--- src/rtl/rr_priority_arbiter.sv ---
`default_nettype none
// ============================================================================
// Module   : rr_priority_arbiter
// Purpose  : Registered N-way arbiter with selectable fixed-priority
//            (MSB highest) or round-robin search. A granted requester keeps
//            its grant while its request stays asserted. An optional hold
//            limit (MAX_HOLD) forces a release when others are waiting.
//            The grant is presented as a one-hot vector, as an encoded index
//            and with a valid flag.
// Ports    : clk          rising-edge clock
//            rst_n        asynchronous active-low reset
//            req          [N-1:0] level-sensitive request vector
//            mode         0 = fixed priority, 1 = round-robin
//            grant        [N-1:0] registered one-hot grant (zero when idle)
//            grant_idx    [IDXW-1:0] encoded grant index (zero when idle)
//            grant_valid  high while a grant is held
//            stat_preempt [15:0] forced-release count  (ARB_STATS_EN only)
//            stat_idle    [15:0] idle-cycle count      (ARB_STATS_EN only)
// Options  : define ARB_STATS_EN to add the saturating statistics counters.
// Revision : 1.0 - initial release
// ============================================================================
module rr_priority_arbiter #(
  parameter int N        = 16,
  parameter int IDXW     = $clog2(N),
  parameter int MAX_HOLD = 8
) (
  input  logic            clk,
  input  logic            rst_n,
  input  logic [N-1:0]    req,
  input  logic            mode,
  output logic [N-1:0]    grant,
  output logic [IDXW-1:0] grant_idx,
  output logic            grant_valid
`ifdef ARB_STATS_EN
  ,
  output logic [15:0]     stat_preempt,
  output logic [15:0]     stat_idle
`endif
);

  localparam int              HCW       = (MAX_HOLD > 1) ? $clog2(MAX_HOLD) : 1;
  localparam logic [HCW-1:0]  HOLD_LAST = HCW'((MAX_HOLD > 0) ? MAX_HOLD - 1 : 0);
  localparam logic [IDXW-1:0] PTR_INIT  = IDXW'(N - 1);
  localparam logic [N-1:0]    ONE_N     = {{(N-1){1'b0}}, 1'b1};

  typedef enum logic [0:0] {
    S_IDLE  = 1'b0,
    S_GRANT = 1'b1
  } state_e;

  state_e          state_q, state_d;
  logic [N-1:0]    grant_q, grant_d;
  logic [IDXW-1:0] idx_q, idx_d;
  logic            valid_q, valid_d;
  logic [IDXW-1:0] ptr_q, ptr_d;
  logic [HCW-1:0]  hold_q, hold_d;
  logic            forced;

  // Arbitration datapath
  logic [N-1:0]    cand;
  logic [2*N-1:0]  dbl;
  logic [IDXW-1:0] rel_ptr;
  logic [IDXW-1:0] arb_ptr;
  logic            win_found;
  logic [IDXW-1:0] win_idx;
  logic [N-1:0]    win_oh;

  // The current holder is excluded from the candidates, so a single
  // arbiter serves both fresh arbitration (grant_q is zero in IDLE) and
  // release/handover (current holder never re-wins).
  // Round-robin uses the pointer the release would produce, so a
  // same-edge handover already sees the rotated search order.
  always_comb begin
    cand      = req & ~grant_q;
    rel_ptr   = (idx_q == '0) ? PTR_INIT : (idx_q - IDXW'(1));
    arb_ptr   = (state_q == S_GRANT) ? rel_ptr : ptr_q;
    dbl       = {cand, cand};
    win_found = 1'b0;
    win_idx   = '0;
    // Double-width masked priority select. Fixed mode keeps only the upper
    // copy (plain MSB-first). Round-robin keeps the window (ptr, N+ptr],
    // whose descending order is ptr..0 followed by N-1..ptr+1.
    // Ascending scan with last-hit-wins yields the highest kept bit.
    for (int j = 0; j < 2*N; j++) begin
      logic keep;
      if (mode) begin
        keep = (j > int'(arb_ptr)) && (j <= N + int'(arb_ptr));
      end else begin
        keep = (j >= N);
      end
      if (dbl[j] && keep) begin
        win_found = 1'b1;
        win_idx   = (j >= N) ? IDXW'(j - N) : IDXW'(j);
      end
    end
    win_oh = win_found ? (ONE_N << win_idx) : '0;
  end

  // Next-state logic
  always_comb begin
    state_d = state_q;
    grant_d = grant_q;
    idx_d   = idx_q;
    valid_d = valid_q;
    ptr_d   = ptr_q;
    hold_d  = hold_q;
    forced  = 1'b0;

    case (state_q)
      S_IDLE: begin
        if (win_found) begin
          state_d = S_GRANT;
          grant_d = win_oh;
          idx_d   = win_idx;
          valid_d = 1'b1;
          hold_d  = '0;
        end
      end

      S_GRANT: begin
        if (!req[idx_q]) begin
          // Holder let go: hand over on the same edge, or go idle.
          ptr_d  = rel_ptr;
          hold_d = '0;
          if (win_found) begin
            grant_d = win_oh;
            idx_d   = win_idx;
            valid_d = 1'b1;
          end else begin
            state_d = S_IDLE;
            grant_d = '0;
            idx_d   = '0;
            valid_d = 1'b0;
          end
        end else if ((MAX_HOLD != 0) && (hold_q == HOLD_LAST) && win_found) begin
          // Hold limit reached with others waiting (win_found implies a
          // competing request since the holder is masked out).
          forced  = 1'b1;
          ptr_d   = rel_ptr;
          hold_d  = '0;
          grant_d = win_oh;
          idx_d   = win_idx;
        end else if ((MAX_HOLD != 0) && (hold_q != HOLD_LAST)) begin
          // Saturates at HOLD_LAST while uncontested.
          hold_d = hold_q + HCW'(1);
        end
      end

      default: begin
        state_d = S_IDLE;
        grant_d = '0;
        idx_d   = '0;
        valid_d = 1'b0;
      end
    endcase
  end

  always_ff @(posedge clk or negedge rst_n) begin
    if (!rst_n) begin
      state_q <= S_IDLE;
      grant_q <= '0;
      idx_q   <= '0;
      valid_q <= 1'b0;
      ptr_q   <= PTR_INIT;
      hold_q  <= '0;
    end else begin
      state_q <= state_d;
      grant_q <= grant_d;
      idx_q   <= idx_d;
      valid_q <= valid_d;
      ptr_q   <= ptr_d;
      hold_q  <= hold_d;
    end
  end

  assign grant       = grant_q;
  assign grant_idx   = idx_q;
  assign grant_valid = valid_q;

`ifdef ARB_STATS_EN
  logic [15:0] preempt_q;
  logic [15:0] idle_q;

  always_ff @(posedge clk or negedge rst_n) begin
    if (!rst_n) begin
      preempt_q <= '0;
      idle_q    <= '0;
    end else begin
      if (forced && (preempt_q != 16'hFFFF)) begin
        preempt_q <= preempt_q + 16'd1;
      end
      if ((state_q == S_IDLE) && (idle_q != 16'hFFFF)) begin
        idle_q <= idle_q + 16'd1;
      end
    end
  end

  assign stat_preempt = preempt_q;
  assign stat_idle    = idle_q;
`else
  // Only the statistics counters consume this strobe.
  logic unused_forced;
  assign unused_forced = forced;
`endif

endmodule
`default_nettype wire

--- config.mk ---
export PLATFORM = sky130hd
export DESIGN_NAME = rr_priority_arbiter
export DESIGN_NICKNAME = d
export VERILOG_FILES = /design/src/rtl/rr_priority_arbiter.sv
export SDC_FILE = /design/constraint.sdc
export NUM_CORES = 1
export LEC_CHECK = 0
export CAP_MARGIN = 15
export CORE_MARGIN = 2
export CORE_UTILIZATION = 49
export CTS_CLUSTER_SIZE = 40
export DETAILED_ROUTE_END_ITERATION = 7
export PLACE_DENSITY_LB_ADDON = 0.12
export SLEW_MARGIN = 20
export SYNTH_ARGS = -nofsm -noshare
export SYNTH_HDL_FRONTEND = slang
export SYNTH_SLANG_ARGS = --single-unit
--- constraint.sdc ---
create_clock -name clk -period 2.8 [get_ports clk]
set_input_delay 0.28 -clock clk [delete_from_list [all_inputs] [get_ports clk]]
set_output_delay 0.28 -clock clk [all_outputs]
set_load 0.1 [all_outputs]
# After elaboration in Yosys (flattened, before gate mapping)
# Index checks and enable logic that the tools add are counted.
# totals
wordCells,240
out_inout_bits,21
register_bits,29
input_bits,19
# op_classes
addsub,3
bitwise_logic,3
order_cmp,47
reduce_logical,52
mux,121
shifts,1
eq_ne,7
# op_table
cell,count
$le 6x32->1 const A,15
$le 5x32->1 const A,8
$mux 4,34
$le 4x32->1 const A,4
$mux 16,5
$mux 1,68
$le 3x32->1 const A,2
$logic_and 1x1->1,47
$gt 4x4->1 const A,8
$le 2x32->1 const A,1
$pmux 16 s2,1
$mux 3,6
$and 16x16->16,1
$gt 3x4->1 const A,4
$not 16->16,1
$shl 1x4->16 const A,1
$gt 2x4->1 const A,2
$pmux 4 s2,1
$reduce_and 2->1,4
$add 5x4->6 const A,1
$le 5x6->1 const A,1
$pmux 3 s2,1
$lt 4x5->1 const B,1
$bmux 1 s4,1
13 further kinds,16

# Logic depth before layout (Yosys ltp)
# depth
ltp_word,44
depth_mapped,15

# Least setup slack after synthesis
# No wires, ideal clock.
# synth_path
path_kind,reg-to-reg
startpoint,register idx_q[1] (netlist: grant_idx[1])
endpoint,register grant_q[0] (netlist: grant[0])
stages_incl_launch_ff,13
setup_slack_ns,-1.018
setup_ns,0.123
arrival_ns,3.695
synth_period_minus_slack_ns,3.818
required_ns,2.677
path_cell_list,dfrtp_1 buf_4 inv_1 ha_1 o21bai_1 a21oi_2 o211ai_2 a21oi_2 or4b_1 a311o_1 o2111a_2 and2_4 a32o_1
# synth_via
elab_chain_len,44
word_cells_on_any_way,203
# synth_rtl
item,line_no,rtl
start: declaration,53,"logic [IDXW-1:0] idx_q, idx_d;"
start signal: assignment,169,idx_q <= idx_d;
$sub 4x1->4 or $logic_not 4->1 (tied branches),75,rel_ptr = (idx_q == '0) ? PTR_INIT : (idx_q - IDXW'(1));
$mux 4,75,
$mux 4,76,arb_ptr = (state_q == S_GRANT) ? rel_ptr : ptr_q;
$add 5x4->6,87,keep = (j > int'(arb_ptr)) && (j <= N + int'(arb_ptr));
$le 2x32->1,87,
$logic_and 1x1->1,87,
$mux 1,86,if (mode) begin
$logic_and 1x1->1,91,if (dbl[j] && keep) begin
$mux 1,91,
$mux 2 (2 in series),91,
$mux 3 (2 in series),91,
$mux 4 (26 in series),91,
$shl 1x4->16,96,win_oh = win_found ? (ONE_N << win_idx) : '0;
$mux 16,96,
"$mux 16, on equally long branches","125, 135",
$mux 16,121,if (!req[idx_q]) begin
$pmux 16 s2,109,case (state_q)
end signal: assignment,168,grant_q <= grant_d;
end: declaration,52,"logic [N-1:0] grant_q, grant_d;"
# Several ways; a longest one is shown, not always the timed one. The select of a mux whose other input is x is not followed.
# A chain may end at the register's enable or synchronous reset.

# Worst setup path in the final report
# layout_path
startpoint,register idx_q[0] (netlist: grant_idx[0])
endpoint,register grant_q[4] (netlist: grant[4])
# The elaborated chain is that of the path after synthesis.

==> out/qor.yml <==
setup_viol: 29
max_cap_violations: 0
period_share: 1.14
ios: 40
synth_top_area_share: 0.243
grt_pass1_wl_um: 16200
violations: "setup timing"
gp_congestion: 0.985
slew_headroom: 0.648
cts_buffers: 5
slowest_stage: "or4b_4"
fmax_mhz: 313
cts_tree: "done"
postCtsHoldBufs: 0
path_buf_inv: 4
avgViaCountPerCell: 6.45
cts_root_buf: "clkbuf_8"
grt_overflow: 0
critical_path.max_stage_delay_ns: 0.47
cts.path.max_buffers: 2
worst-r2r-cell-count: 13
avgSynthCellArea_um2: 8.83
syn_inst: 292
grt_antenna_before_repair: 0
r2r_slack_ns: -0.40
cts_htree_levels: 2
hold_viol: 0
cts_sinks: 29
slew_viol_final: 0
post_drt_wl_per_cell_um: 21.4
critPathMaxFanout: 6
rsz0062_at_grt: "yes"
synth_edf_count: 0
path_class: "register to register"
cp-start-kind: "register"
synth-seq-cells: 29
drt-total-wl_um: 10800
yosysTopAreaCell: "dfrtp_1"
layout_min_cycle_time_ns: 3.20
rr_startpoint: "grant_idx[0]"
num-fill-cells: 310
grt_max_degree: 20
critPathCaptureType: "register"
die_x_um: 76.5
grt_use_total: 0.348
synth_top_flop_cell: "dfrtp_1"
fin_worst_skew_ns: 0.00920
clk_pin_slew_ns: 0.08
worst_ep_arrival_time_ns: 3.38
crit_family: "compound AO/OA/AOI/OAI gates"
yosys_warnings: 0
async_reset_ff_frac: 1.00
std_cell_rows: 26
crit_chain: "inv_4 > ha_4 > buf_6 > xor2_4 > a21oi_4 > buf_6 > o211ai_2 > a21oi_2 > or4b_4 > a311o_1 > o2111a_2 > buf_4 > a32o_1"
whs_ns: 0.328
drc: 0
setup_ws_ns: -0.399
cpMostUsedCell: "buf_6"
ant_nets: 0
drt-initial-drc-count: 330
port_buffers: 39
grt_pass1_vias: 3190
hpwl_um: 7580
via_count: 3243
nets: 454
ys_types: 69
dr.pass1.iters: 5
die_y_um: 76.5
synth_area_leaders: "dfrtp_1 (24%), a32o_1 (6.2%), mux4_2 (4.4%)"
start_util: 0.505
area_growth_pct: 66.2
r2r_end: "grant[4]"
synth_common_cells: "dfrtp_1 (25), nand2_1 (20), nor2_1 (19), o21ai_0 (17), a32o_1 (16)"
drive_above_1_share: 0.508
seq_area_frac_synth: 0.283
min_path_type: "primary input to async pin"
status: "complete, but fails checks"
yosys.cell_count.top_type: "dfrtp_1"
critical_path_required_ns: 2.98
die_area_um2: 5860
antennaDiodeCount: 0
clkLatencyLatePin_ns: 0.29
core_um2: 5110
syn_nets: 314
netlist_area_um2: 2580
tightest_slew_ns: 0.526
flip-flops by register name, indices dropped and copies added (netlist names):
register	count
ptr_q	4
grant_valid	1
state_q	1
grant	16
hold_q	3
grant_idx	4
worst max path at each step:
| stage | cells past startpoint | from | to | slack, ns |
|---|---|---|---|---|
| after floorplan | 12 | grant_idx[0] | grant[8] | -0.38 |
| after global placement | 12 | grant_idx[0] | grant[11] | -0.33 |
| after detailed placement | 12 | grant_idx[0] | grant[8] | -0.38 |
| after CTS | 13 | grant_idx[0] | grant[8] | -0.30 |
| after global routing | 14 | grant_idx[0] | grant[3] | -0.48 |
| final | 13 | grant_idx[0] | grant[4] | -0.40 |
layout make-up:
cell class,count,area [um2],share of cell area
Clock buffer,6,82.6,0.0193
Sequential cell,29,741,0.173
Inverter,10,42.5,0.00993
Timing Repair Buffer,146,1180,0.275
Multi-Input combinational cell,240,2110,0.493
Tap cell,70,87.6,0.0204
Clock inverter,2,37.5,0.00876
through the flow:
| step | setup TNS (ns) | instance area (um2) | worst slack (ns) | std cells | utilization |
|---|---|---|---|---|---|
| after global placement | -6.94 | 3700 | -0.325 | 478 | 0.725 |
| after detailed placement | -8.10 | 3700 | -0.377 | 478 | 0.725 |
| after floorplan | -7.67 | 2690 | -0.383 | 292 | - |
| final | -9.09 | 4280 | -0.399 | 503 | 0.839 |
| after CTS | -5.52 | 4150 | -0.295 | 498 | 0.812 |
| after global routing | -10.85 | 4280 | -0.478 | 503 | 0.839 |
layer usage:
| layer | up-vias | share of wire | track usage |
|---|---|---|---|
| met1 | 1579 | 0.41 | 0.466 |
| li1 | 1412 | - | - |
| met4 | 0 | 0.047 | 0.131 |
| met5 | - | 0 | 0 |
| met2 | 204 | 0.46 | 0.573 |
| met3 | 48 | 0.079 | 0.0474 |
cells in the final DEF (no fill, tap or decap), drive strengths merged, types with 11 or more instances in the layout:
cell type / netlist / final
clkdlybuf4s50: 0 / 18
nand2: 20 / 20
nand2b: 16 / 16
dfrtp: 25 / 25
buf: 11 / 128
nor2: 19 / 19
o21ai: 23 / 23
a21oi: 19 / 19
a32o: 16 / 16
nor2b: 17 / 17
nor3: 11 / 11
kinds of logic (layout without fill, tap and decap cells):
family / after synthesis / in the layout / share of synthesized area
flip-flops: 29 / 29 / 0.283
adder cells (fa/ha/maj): 3 / 3 / 0.0146
AND/OR/NAND/NOR: 116 / 116 / 0.256
buffers and inverters: 23 / 164 / 0.0485
multiplexers: 11 / 11 / 0.0684
XOR/XNOR: 2 / 2 / 0.00971
AO/OA/AOI/OAI: 108 / 108 / 0.319
timing repair:
item	CTS	global route
gates cloned	0	0
endpoints found under the setup margin	29	29
buffers inserted	12	5
resized for setup	49	19
pin swaps	18	15
Power is not shown: default switching activity piles up to over one toggle a cycle in this logic, so the estimate is an artifact.
